<file path="src/rtl/jtframe_debug_keys.sv">
`default_nettype none
// ============================================================================
// Module   : jtframe_debug_keys
// Brief    : PS/2 set-2 scan byte decoder for debug keys. Tracks held levels
//            for shift, ctrl, keypad +/-/*, F1..F4 and digits 1..8, with
//            independent autorepeat gaps on keypad + and -.
// Revision : 1.0 - initial release
// ============================================================================
module jtframe_debug_keys #(
  parameter int REP_DLY = 24000000,
  parameter int REP_PER = 4800000,
  parameter int TIMEOUT = 48000
) (
  input  logic       clk,
  input  logic       rst_n,
  input  logic [7:0] ps2_code,
  input  logic       ps2_valid,
  output logic       shift,
  output logic       ctrl,
  output logic       debug_plus,
  output logic       debug_minus,
  output logic       debug_rst,
  output logic [3:0] key_gfx,
  output logic [7:0] key_digit
);

  // Held-bit layout
  localparam int NK      = 19;
  localparam int K_SHL   = 0;
  localparam int K_SHR   = 1;
  localparam int K_CTL   = 2;
  localparam int K_CTR   = 3;
  localparam int K_PLUS  = 4;
  localparam int K_MINUS = 5;
  localparam int K_RST   = 6;
  localparam int K_GFX   = 7;
  localparam int K_DIG   = 11;

  // Repeat counter never exceeds REP_DLY+REP_PER-1; keep it at least 24 bits
  localparam int REP_BITS = $clog2(REP_DLY + REP_PER + 1);
  localparam int CW       = (REP_BITS > 24) ? REP_BITS : 24;
  localparam logic [CW-1:0] c_rep_dly  = CW'(REP_DLY);
  localparam logic [CW-1:0] c_rep_wrap = CW'(REP_DLY + REP_PER - 1);

  // Timeout counter spans 0..TIMEOUT-1
  localparam int TW = (TIMEOUT > 2) ? $clog2(TIMEOUT) : 1;
  localparam logic [TW-1:0] c_tmo_last = TW'(TIMEOUT - 1);

  typedef enum logic [2:0] {
    ST_IDLE   = 3'd0,
    ST_EXT    = 3'd1,
    ST_BRK    = 3'd2,
    ST_EXTBRK = 3'd3,
    ST_SKIP   = 3'd4
  } state_t;

  state_t          state_q;
  logic [2:0]      skip_q;
  logic [TW-1:0]   tmo_q;
  logic [NK-1:0]   held_q;
  logic [NK-1:0]   held_d;

  logic            w_evt;
  logic            w_brk;
  logic            w_ext;
  logic            w_ovf;
  logic [NK-1:0]   w_hit;
  logic [1:0]      w_gap;

  logic            shift_q;
  logic            ctrl_q;
  logic            plus_q;
  logic            minus_q;
  logic            rst_q;
  logic [3:0]      gfx_q;
  logic [7:0]      digit_q;

  // Classify the incoming byte into make/break/overflow events for this state
  always_comb begin
    w_evt = 1'b0;
    w_brk = 1'b0;
    w_ext = 1'b0;
    w_ovf = 1'b0;
    if (ps2_valid) begin
      case (state_q)
        ST_IDLE: begin
          case (ps2_code)
            8'hE0, 8'hF0, 8'hE1, 8'hAA, 8'hFA, 8'hEE, 8'hFE: ;
            8'h00, 8'hFF: w_ovf = 1'b1;
            default:      w_evt = 1'b1;
          endcase
        end
        ST_EXT: begin
          if (ps2_code != 8'hF0) begin
            w_evt = 1'b1;
            w_ext = 1'b1;
          end
        end
        ST_BRK: begin
          w_evt = 1'b1;
          w_brk = 1'b1;
        end
        ST_EXTBRK: begin
          w_evt = 1'b1;
          w_brk = 1'b1;
          w_ext = 1'b1;
        end
        default: ;
      endcase
    end
  end

  // Map a scan code to its held bit; only E0 14 survives among extended codes
  always_comb begin
    w_hit = '0;
    if (w_ext) begin
      if (ps2_code == 8'h14) w_hit[K_CTR] = 1'b1;
    end else begin
      case (ps2_code)
        8'h12:   w_hit[K_SHL]     = 1'b1;
        8'h59:   w_hit[K_SHR]     = 1'b1;
        8'h14:   w_hit[K_CTL]     = 1'b1;
        8'h79:   w_hit[K_PLUS]    = 1'b1;
        8'h7B:   w_hit[K_MINUS]   = 1'b1;
        8'h7C:   w_hit[K_RST]     = 1'b1;
        8'h05:   w_hit[K_GFX + 0] = 1'b1;
        8'h06:   w_hit[K_GFX + 1] = 1'b1;
        8'h04:   w_hit[K_GFX + 2] = 1'b1;
        8'h0C:   w_hit[K_GFX + 3] = 1'b1;
        8'h16:   w_hit[K_DIG + 0] = 1'b1;
        8'h1E:   w_hit[K_DIG + 1] = 1'b1;
        8'h26:   w_hit[K_DIG + 2] = 1'b1;
        8'h25:   w_hit[K_DIG + 3] = 1'b1;
        8'h2E:   w_hit[K_DIG + 4] = 1'b1;
        8'h36:   w_hit[K_DIG + 5] = 1'b1;
        8'h3D:   w_hit[K_DIG + 6] = 1'b1;
        8'h3E:   w_hit[K_DIG + 7] = 1'b1;
        default: ;
      endcase
    end
  end

  // Next held-bit vector: overflow wipes everything, events set or clear
  always_comb begin
    held_d = held_q;
    if (w_ovf) begin
      held_d = '0;
    end else if (w_evt) begin
      held_d = w_brk ? (held_q & ~w_hit) : (held_q | w_hit);
    end
  end

  // Prefix FSM with skip count, inactivity timeout and held-bit register
  always_ff @(posedge clk or negedge rst_n) begin
    if (!rst_n) begin
      state_q <= ST_IDLE;
      skip_q  <= 3'd0;
      tmo_q   <= '0;
      held_q  <= '0;
    end else begin
      held_q <= held_d;
      if (ps2_valid) begin
        tmo_q <= '0;
        case (state_q)
          ST_IDLE: begin
            if (ps2_code == 8'hE0) begin
              state_q <= ST_EXT;
            end else if (ps2_code == 8'hF0) begin
              state_q <= ST_BRK;
            end else if (ps2_code == 8'hE1) begin
              state_q <= ST_SKIP;
              skip_q  <= 3'd7;
            end
          end
          ST_EXT: begin
            state_q <= (ps2_code == 8'hF0) ? ST_EXTBRK : ST_IDLE;
          end
          ST_SKIP: begin
            if (skip_q == 3'd1) begin
              state_q <= ST_IDLE;
              skip_q  <= 3'd0;
            end else begin
              skip_q <= skip_q - 3'd1;
            end
          end
          default: state_q <= ST_IDLE;
        endcase
      end else if (state_q != ST_IDLE) begin
        if (tmo_q == c_tmo_last) begin
          state_q <= ST_IDLE;
          skip_q  <= 3'd0;
          tmo_q   <= '0;
        end else begin
          tmo_q <= tmo_q + TW'(1);
        end
      end else begin
        tmo_q <= '0;
      end
    end
  end

  // Per-key hold counters for + and -; wrap back to REP_DLY every REP_PER
  for (genvar gi = 0; gi < 2; gi++) begin : g_rep
    localparam int K = K_PLUS + gi;
    logic [CW-1:0] cnt_q;

    // Count while held across consecutive cycles, clear otherwise
    always_ff @(posedge clk or negedge rst_n) begin
      if (!rst_n) begin
        cnt_q <= '0;
      end else if (!held_q[K] || !held_d[K]) begin
        cnt_q <= '0;
      end else if (cnt_q == c_rep_wrap) begin
        cnt_q <= c_rep_dly;
      end else begin
        cnt_q <= cnt_q + CW'(1);
      end
    end

    assign w_gap[gi] = (cnt_q == c_rep_dly);
  end

  // Registered output levels derived from the held bits one cycle later
  always_ff @(posedge clk or negedge rst_n) begin
    if (!rst_n) begin
      shift_q <= 1'b0;
      ctrl_q  <= 1'b0;
      plus_q  <= 1'b0;
      minus_q <= 1'b0;
      rst_q   <= 1'b0;
      gfx_q   <= 4'd0;
      digit_q <= 8'd0;
    end else begin
      shift_q <= held_q[K_SHL] | held_q[K_SHR];
      ctrl_q  <= held_q[K_CTL] | held_q[K_CTR];
      plus_q  <= held_q[K_PLUS] & ~w_gap[0];
      minus_q <= held_q[K_MINUS] & ~w_gap[1];
      rst_q   <= held_q[K_RST];
      gfx_q   <= held_q[K_GFX +: 4];
      digit_q <= held_q[K_DIG +: 8];
    end
  end

  assign shift       = shift_q;
  assign ctrl        = ctrl_q;
  assign debug_plus  = plus_q;
  assign debug_minus = minus_q;
  assign debug_rst   = rst_q;
  assign key_gfx     = gfx_q;
  assign key_digit   = digit_q;

endmodule
`default_nettype wire

</file>
<file path="config.mk">
export PLATFORM = sky130hd
export DESIGN_NAME = jtframe_debug_keys
export DESIGN_NICKNAME = d
export VERILOG_FILES = /design/src/rtl/jtframe_debug_keys.sv
export SDC_FILE = /design/constraint.sdc
export NUM_CORES = 1
export LEC_CHECK = 0
export CAP_MARGIN = 40
export CORE_MARGIN = 1
export CORE_UTILIZATION = 55
export CTS_BUF_LIST = sky130_fd_sc_hd__clkbuf_2
export DETAILED_ROUTE_END_ITERATION = 10
export HOLD_SLACK_MARGIN = 0.06
export PLACE_DENSITY = 0.84
export RECOVER_POWER = 100
export SLEW_MARGIN = 15
export SYNTH_ARGS = -nofsm -noshare
export SYNTH_HDL_FRONTEND = slang
export SYNTH_SLANG_ARGS = --single-unit
</file>
<file path="constraint.sdc">
create_clock -name clk -period 2.6 [get_ports clk]
set_clock_uncertainty 0.05 [all_clocks]
set_input_delay 0.78 -clock clk [delete_from_list [all_inputs] [get_ports clk]]
set_output_delay 0.78 -clock clk [all_outputs]
set_load 0.02 [all_outputs]
</file>
==> results.md, run 1 <==
- The run finished with clean final reports.
- In this run the worst hold path is classified as register to register.
- The share of synthesized area in the top cell type comes to 47.7%.
- For this design the total switching power over the nets is 1.11 mW.
- The number of global-route vias before repair is 4725.
- In the routed design, unresolved DRC markers number 0.
- The share of post-route cells with drive strength above 1 is 11.3%.
- The largest stage delay on the critical path is about 640 ps.
- The register cell area after layout is 2700 µm².
- The CTS tree is yes.
- The CTS buffer count is 9.
- The number of nets in the layout is 692.
- Leaving out filler cells and counting taps, the final layout contains about 800.
- The filler cells instantiated in the layout total 795.
- Setup repair after global routing left no endpoint under its margin.
- When the netlist entered floorplanning its net count stood at 619.
- The total global routing overflow is 0.
- The most common cell after layout, fill and taps aside is sky130_fd_sc_hd__dfrtp_1.
- The actual slew at the worst max-slew pin is between 800 and 900 ps.
- Setup violations remaining at the end of the flow were counted as 0.
- Together, buffers and inverters on the worst path number 1.
- Across every metal layer, demand over resource in global routing totals 24.6%.
- For this run, the leading register cell type out of synthesis is sky130_fd_sc_hd__dfrtp_1.
- The aggregate routed wire length is 12200 µm.
- The number of antenna repair diodes is 0.
- The worst setup path is of the register to output pin kind.
- The clock tree synthesis step divided the H-tree into 3 levels.
- The initial antenna violation count is 0.
- The share of the core filled with cells in the final layout is 65.9%.
- In the final layout, the multi-input gates occupy ~2700 µm².
- The reported leakage power is 2.79 nW.
- The internal power of the cells totals between 2 and 2.5 mW.
- The source-to-sink clock delay at the later pin of the worst-skew pair is 620 ps.
- The via count is 4740.
- The worst path required time is 1770 ps.
- The final hold violation count is 0.
- The clock slew seen by the registers of the worst setup and hold paths is approximately 300 ps.
- The die is just over 100 µm tall.
- The sequential share of power is 56.1%.
- The first global-routing pass estimated 21500 µm of wire.
- Of all nets on the critical path, the largest fanout is 1.
- Once the clock tree was built, the setup fixing pass inserted 0 buffers.
- The cell total after placement is 795.
- After synthesis the netlist holds a flip-flop and latch count of 108.
- The initialized floorplan defines 36 standard-cell rows.
- The core outline area is 9860 µm².
- The number of antenna-violating nets in the routed design is 0.
- Based on the critical path, the design can be clocked at up to 398 MHz.
- The post-route minimum period is 2510 ps.
- In this run, the clock network consumes 22.9% of the power.
- The average via count per standard cell is 5.84.
- The area of the mapped netlist is 5670 µm².
- The number of sinks on the clock net is 108.
- The distinct cell type count of the synthesized netlist is 62.
- The library cells used most frequently in the layout, excluding fill and tap cells, are sky130_fd_sc_hd__dfrtp_1 (108), sky130_fd_sc_hd__nor2_1 (87), sky130_fd_sc_hd__nand2_1 (57).
- Across all setup checks in the final design, the least slack found is 88.0 ps.
- From synthesis to final layout, the design area changed by 14.8%.
- The signal on the critical path passes through dlygate4sd3_1.
- At the end of routability-driven placement, the weighted congestion stood at 0.924.
- For this design the top-level I/O count stands at 28.
- Entering global routing, the biggest net connects 36 pins.
- The type of origin of the critical path is a register.
- The sequential-to-total area share from yosys stat is 47.7%.
- The tool flagged a number of max-cap violations equal to 0.
- At the worst endpoint, the arrival time is about 1700 ps.
- The summed negative setup slack over all endpoints is 0 ps.
- In this run, synthesis inferred 0 flip-flops with an integrated enable.
- The relative slew slack is 44.4%.
- In this run, the number of DRC markers left after iteration 0 of detailed routing was 255.
- The total of buffers placed on input and output ports is 27.
- For this run, the number of Yosys warnings is 0.
- The mean instance size in the synthesized netlist is 9.43 µm².
- The die width is just over 100 µm.
- The largest total area in the synthesized netlist belongs to sky130_fd_sc_hd__dfrtp_1.
- The maximum clock path buffer count is 2.
- The first detailed-routing pass ran for 5 iterations.
- The worst-case vdd ir drop is 0.305 mV.
- Of all flip-flops after synthesis, the portion carrying an async set or reset was 100%.
- The proportion of total power due to net switching is between 30% and 40%.
- The gate count of the mapped netlist is 601.
- In this run, the combinational gates consume 21.0% of the power.
- The final critical-path share of the clock period is 96.6%.
- The endpoint class of the critical path is an output pin.
- The cell type of the slowest stage on the worst timing path is sky130_fd_sc_hd__dlygate4sd3_1.
- The cell family with the largest share of critical-path delay is buffers and inverters.
- Ranked by total cell area, the synthesized netlist is headed by sky130_fd_sc_hd__dfrtp_1 (48%), sky130_fd_sc_hd__nor2_1 (5.8%), sky130_fd_sc_hd__xnor2_1 (4.5%), sky130_fd_sc_hd__xor2_1 (4.2%), sky130_fd_sc_hd__nand2_1 (3.8%).
- The post-placement worst setup slack is -422 ps.
- Overall power consumption after layout is estimated at 3.52 mW.
- Summed over all nets, the half-perimeter wirelength after detailed placement is a little under 9000 µm.
- The starting density of the core is 57.5%.
- The power per standard cell area is roughly 540 nW/µm².
- The die covers 10700 µm².
- The max-slew violation count was 0.
- The cell sitting at the root of the clock tree is a sky130_fd_sc_hd__clkbuf_2.
- The wire length per cell is 15.1 µm.
stage by stage:
stage          area [µm²]  hold slack [ps]
2_1_floorplan        5670              318
3_3_place_gp         6460              333
3_5_place_dp         6460              336
4_1_cts              6590              386
5_1_grt              6500              412
6_report             6500              390
cell type report:
class / instances / area share, %
inverter: 32 / 1.85
clock buffer: 9 / 0.692
clock inverter: 7 / 1.13
multi-input combinational: 441 / 41.7
tap: 133 / 2.56
timing repair buffer: 82 / 10.5
sequential: 108 / 41.5
cells by family (layout without fill, tap and decap cells):
family	after synthesis	in the layout	synth area share (%)
AND/OR/NAND/NOR	311	311	28.5
flip-flops	108	108	47.7
adder cells (fa/ha/maj)	7	7	1.55
AO/OA/AOI/OAI	65	65	9.36
multiplexers	2	2	0.375
buffers and inverters	52	130	3.91
XOR/XNOR	56	56	8.65
final timing paths:
check                      slack, ps           endpoint  cells after the start         from
setup / recovery                  90        debug_minus                      1  debug_minus
hold / removal                   390       key_digit[1]                      0   held_q[12]
setup reg to reg                 170         held_q[17]                      6   state_q[2]
hold reg to reg                  390       key_digit[1]                      0   held_q[12]
max in group asynchronous        490  g_rep[0].cnt_q[1]                      3        rst_n
min in group asynchronous        690         held_q[16]                      2        rst_n
Yosys cell counts (3+ instances only):
cell and n:
sky130_fd_sc_hd__a21oi_1 11, sky130_fd_sc_hd__a31oi_1 4, sky130_fd_sc_hd__and2_1 5, sky130_fd_sc_hd__and3_1 19, sky130_fd_sc_hd__and4_1 8, sky130_fd_sc_hd__and4b_1 4, sky130_fd_sc_hd__buf_2 9, sky130_fd_sc_hd__clkbuf_1 8
sky130_fd_sc_hd__dfrtp_1 108, sky130_fd_sc_hd__ha_1 7, sky130_fd_sc_hd__inv_1 32, sky130_fd_sc_hd__nand2_1 57, sky130_fd_sc_hd__nand2b_1 11, sky130_fd_sc_hd__nand3_1 32, sky130_fd_sc_hd__nand4_1 20, sky130_fd_sc_hd__nor2_1 87
sky130_fd_sc_hd__nor2b_1 4, sky130_fd_sc_hd__nor3_1 26, sky130_fd_sc_hd__nor4_1 11, sky130_fd_sc_hd__nor4b_1 7, sky130_fd_sc_hd__nor4bb_1 3, sky130_fd_sc_hd__o21ai_0 9, sky130_fd_sc_hd__o221ai_1 9, sky130_fd_sc_hd__o221ai_2 7
sky130_fd_sc_hd__o41ai_1 3, sky130_fd_sc_hd__or3_1 3, sky130_fd_sc_hd__xnor2_1 29, sky130_fd_sc_hd__xor2_1 27
flip-flops by register name, indices dropped and copies added, names as in the netlist:
register and cells:
shift 1, debug_rst 1, g_rep.cnt_q 50, held_q 19, skip_q 3, debug_plus 1
key_digit 8, ctrl 1, tmo_q 16, key_gfx 4, debug_minus 1, state_q 3
power groups by stage:
stage / Clock, mW / Sequential, mW / Combinational [mW]
final: 0.806 / 1.98 / 0.741
after global routing: 0.900 / 2.01 / 0.812
after CTS: 0.832 / 1.98 / 0.797
after detailed placement: 0 / 2.01 / 0.792
after global placement: 0 / 2.00 / 0.763
after floorplan: 0 / 2.07 / 0.359
repair_timing:
action / 4_1_cts / 5_1_grt
hold buffers: 1 / 0
endpoints found under the hold margin: 32 / 0
resized for setup: 0 / 0
routing by layer:
layer,global-route usage [%],vias to the layer above,wire (µm)
met2,41.8,154,6050
met1,30.9,2280,5340
met4,9.42,0,242
met3,4.91,29,611
met5,0,-,0
li1,-,2277,-
No activity file was read; power rests on OpenSTA's default activity.
==> run 2, diff against run 1 <==
--- a/config.mk
+++ b/config.mk
@@ -8,7 +8,6 @@
 export CAP_MARGIN = 40
 export CORE_MARGIN = 1
 export CORE_UTILIZATION = 55
-export CTS_BUF_LIST = sky130_fd_sc_hd__clkbuf_2
 export DETAILED_ROUTE_END_ITERATION = 10
 export HOLD_SLACK_MARGIN = 0.06
 export PLACE_DENSITY = 0.84
==> results.md, run 2 (synthesis results as in run 1) <==
- The run finished, with violations left.
- The checks that failed: max-capacitance violations, max-slew violations.
- The aggregate routed wire length came to 12600 µm (+3.2%).
- The average via count per standard cell came to 5.87 (+0.49%).
- STA classifies the critical path endpoint as a register.
- The wire length of the first global-routing pass is 21900 µm (+1.7%).
- The number of fill cells is 723 (-9.1%).
- The reg-to-reg critical path startpoint is state_q[2].
- The cell chosen for the clock root is sky130_fd_sc_hd__clkbuf_8.
- The count of maximum capacitance violations came to 1 (+1).
- The proportion of total power due to net switching came to 29.8% (-1.6 points).
- The number of nets in the layout came to 693 (+0.14%).
- The length in cells of the worst reg-to-reg path came to 6 (unchanged).
- The largest registers in the layout are g_rep.cnt_q (50), held_q (19), tmo_q (16).
- The CTS buffer count is 9 (unchanged).
- The worst setup path is of the input pin to register kind.
- The library cells used most frequently in the layout, excluding fill and tap cells, are sky130_fd_sc_hd__dfrtp_1 (108), sky130_fd_sc_hd__nor2_1 (86), sky130_fd_sc_hd__nand2_1 (56).
- The aggregate global-route resource usage came to 25.0% (+0.42 points).
- The max-slew violation count is 34 (+34).
- The die width is 104 µm (unchanged).
- The detailed-placement wirelength estimate is 8850 µm (unchanged).
- The worst setup path endpoint is held_q[7].
- The final critical-path share of the clock period is 99.6% (+3.0 points).
- The number of antenna repair diodes is 0 (unchanged).
- The number of global-route vias before repair came to 4780 (+1.2%).
- The actual slew at the worst max-slew pin is 1950 ps (+1110 ps).
- The via count is 4769 (+0.61%).
- The worst-case register-to-register setup slack is 380 ps (+210 ps).
- The area of the die is 10700 µm² (unchanged).
- The number of antenna-violating nets in the routed design was 0 (unchanged).
- The most flop-heavy register is g_rep.cnt_q.
- The total I/O pin count is 28 (unchanged).
- The arrival time at the worst endpoint came to 2800 ps (+1120 ps).
- The share of post-route cells with drive strength above 1 was 14.9% (+3.5 points).
- The maximum achievable frequency is 386 MHz (-3.0%).
- The worst-case vdd ir drop came to 0.348 mV (+14%).
- The type of origin of the critical path is an input pin.
- The cell-internal power came to 2.72 mW (+13%).
- The reported leakage power is 2.93 nW (+5.1%).
- The post-route minimum period is 2590 ps (+78.8 ps).
- The total global routing overflow is 0 (unchanged).
- The core outline area is 9860 µm² (unchanged).
- The maximum fanout along the worst path is 8 (+7).
- The power per standard cell area came to 571 nW/µm² (+5.4%).
- The final hold slack is 358 ps (-32.7 ps).
- The initial antenna violation count is 0 (unchanged).
- The clock slew seen by the registers of the worst setup and hold paths is 100 ps (-200 ps).
- The flip-flop count of the largest register, all copies and words added is 50 (unchanged).
- The number of sinks on the clock net is 108 (unchanged).
- The sequential share of power came to 50.9% (-5.2 points).
- The total of buffers placed on input and output ports is 27 (unchanged).
- The source-to-sink clock delay at the later pin of the worst-skew pair is 390 ps (-230 ps).
- The initial detailed-routing violation count is 271 (+6.3%).
- The largest net degree at the start of global routing came to 36 (unchanged).
- The net switching power figure came to 1.15 mW (+4.2%).
- The worst path required time came to 2810 ps (+1040 ps).
- The part of the power in the clock network is 28.7% (+5.8 points).
- The maximum clock path buffer count is 2 (unchanged).
- The placement row count is 36 (unchanged).
- The wire length per cell came to 15.5 µm (+3.1%).
- The number of failing setup endpoints in the final timing report is 0 (unchanged).
- The die span in y is 104 µm (unchanged).
- The starting density of the core came to 57.5% (unchanged).
- The library cell used most frequently in the layout, excluding fill and tap cells, is sky130_fd_sc_hd__dfrtp_1.
- The number of DRC violations after detailed routing is 0 (unchanged).
- The hold buffer count at cts is 0 (-1).
- The global placement routability congestion was 0.924 (unchanged).
- The depth of the CTS H-tree is 3 (unchanged).
- TritonCTS built the clock tree.
- The number of detailed-routing iterations run before antenna repair came to 5 (unchanged).
- The final hold violation count is 0 (unchanged).
- The sum of internal, switching and leakage power is 3.87 mW (+9.9%).
- The min-delay analysis places its worst path in the category register to register.
- The relative contribution of combinational cells to total power came to 20.4% (-0.6 points).
- The summed negative setup slack over all endpoints was 0 ps (unchanged).
- The relative slew slack came to -29.7% (-74 points).
- In this run the critical register-to-register path is captured at held_q[7].
- The start point of the critical path is ps2_code[5].
- The synthesis-to-finish area growth is 19.7%.
==> run 2: changes by cell type in the layout (fill, tap and decap cells not counted), sizes merged <==
cell | previous run | this run
dlymetal6s2s | 0 | 2
o31a | 2 | 3
clkbuf | 18 | 13
buf | 46 | 54
clkdlybuf4s50 | 13 | 7
clkinv | 2 | 0
dlygate4sd3 | 14 | 17
==> run 2: cell type report <==
class / count / area (µm²) / share of cell area (%)
multi-input cells: 442 / 2850 / 41.9
flip-flops and latches: 108 / 2700 / 39.8
repair buffers: 82 / 733 / 10.8
well taps: 133 / 166 / 2.45
clock buffers: 11 / 151 / 2.23
inverters: 32 / 120 / 1.77
clock inverters: 5 / 66.3 / 0.977
==> run 2: critical path, stage by stage <==
cell and delay [ps]:
sky130_fd_sc_hd__clkdlybuf4s50_1 510, sky130_fd_sc_hd__buf_4 170, sky130_fd_sc_hd__nand4_1 120, sky130_fd_sc_hd__buf_4 200
sky130_fd_sc_hd__o32a_1 400, sky130_fd_sc_hd__nor2_2 230, sky130_fd_sc_hd__o31a_4 240, sky130_fd_sc_hd__o221ai_1 130
==> run 2: stage by stage <==
step / utilization, % / area [µm²] / std cells / worst slack [ps]
floorplan: - / 5670 / 601 / 148
global placement: 65.4 / 6460 / 795 / -344
detailed placement: 65.4 / 6460 / 795 / -422
CTS: 68.1 / 6710 / 812 / 21.1
global route: 68.8 / 6790 / 813 / -32.6
finish: 68.8 / 6790 / 813 / 9.26
==> run 2: power groups by stage <==
stage | registers (mW) | clock network (mW) | logic [mW]
finish | 1.97 | 1.11 | 0.789
global route | 2.01 | 1.20 | 0.862
CTS | 1.98 | 1.14 | 0.806
detailed placement | 2.01 | 0 | 0.792
global placement | 2.00 | 0 | 0.763
floorplan | 2.07 | 0 | 0.359
==> run 2: worst min-delay path by stage <==
| stage | startpoint | depth (start not counted) | end |
|---|---|---|---|
| 2_1_floorplan | held_q[18] | 0 | key_digit[7] |
| 3_3_place_gp | held_q[12] | 0 | key_digit[1] |
| 3_5_place_dp | held_q[12] | 0 | key_digit[1] |
| 4_1_cts | rst_n | 1 | g_rep[1].cnt_q[8] |
| 5_1_grt | held_q[8] | 0 | key_gfx[1] |
| 6_report | held_q[12] | 0 | key_digit[1] |
==> run 2: timing repair <==
item	in CTS	in global routing
pin swaps	1	2
resized for setup	5	15
setup buffers	0	1
endpoints found under the setup margin	9	56
gates cloned	1	0
==> run 2: layer usage <==
layer / vias to the layer above / share of wire [%] / wire (µm) / track usage (%)
met1: 2308 / 43 / 5380 / 32.1
li1: 2277 / - / - / -
met2: 160 / 50 / 6300 / 41.6
met3: 24 / 6.0 / 764 / 5.16
met5: - / 0 / 0 / 0
met4: 0 / 1.6 / 198 / 9.63
==> run 3, diff against run 2 <==
--- a/config.mk
+++ b/config.mk
@@ -5,6 +5,7 @@
 export SDC_FILE = /design/constraint.sdc
 export NUM_CORES = 1
 export LEC_CHECK = 0
+export ABC_AREA = 0
 export CAP_MARGIN = 40
 export CORE_MARGIN = 1
 export CORE_UTILIZATION = 55
==> results of run 3 <==
No change in the layout: final DEF, timing and power equal those of run 2.
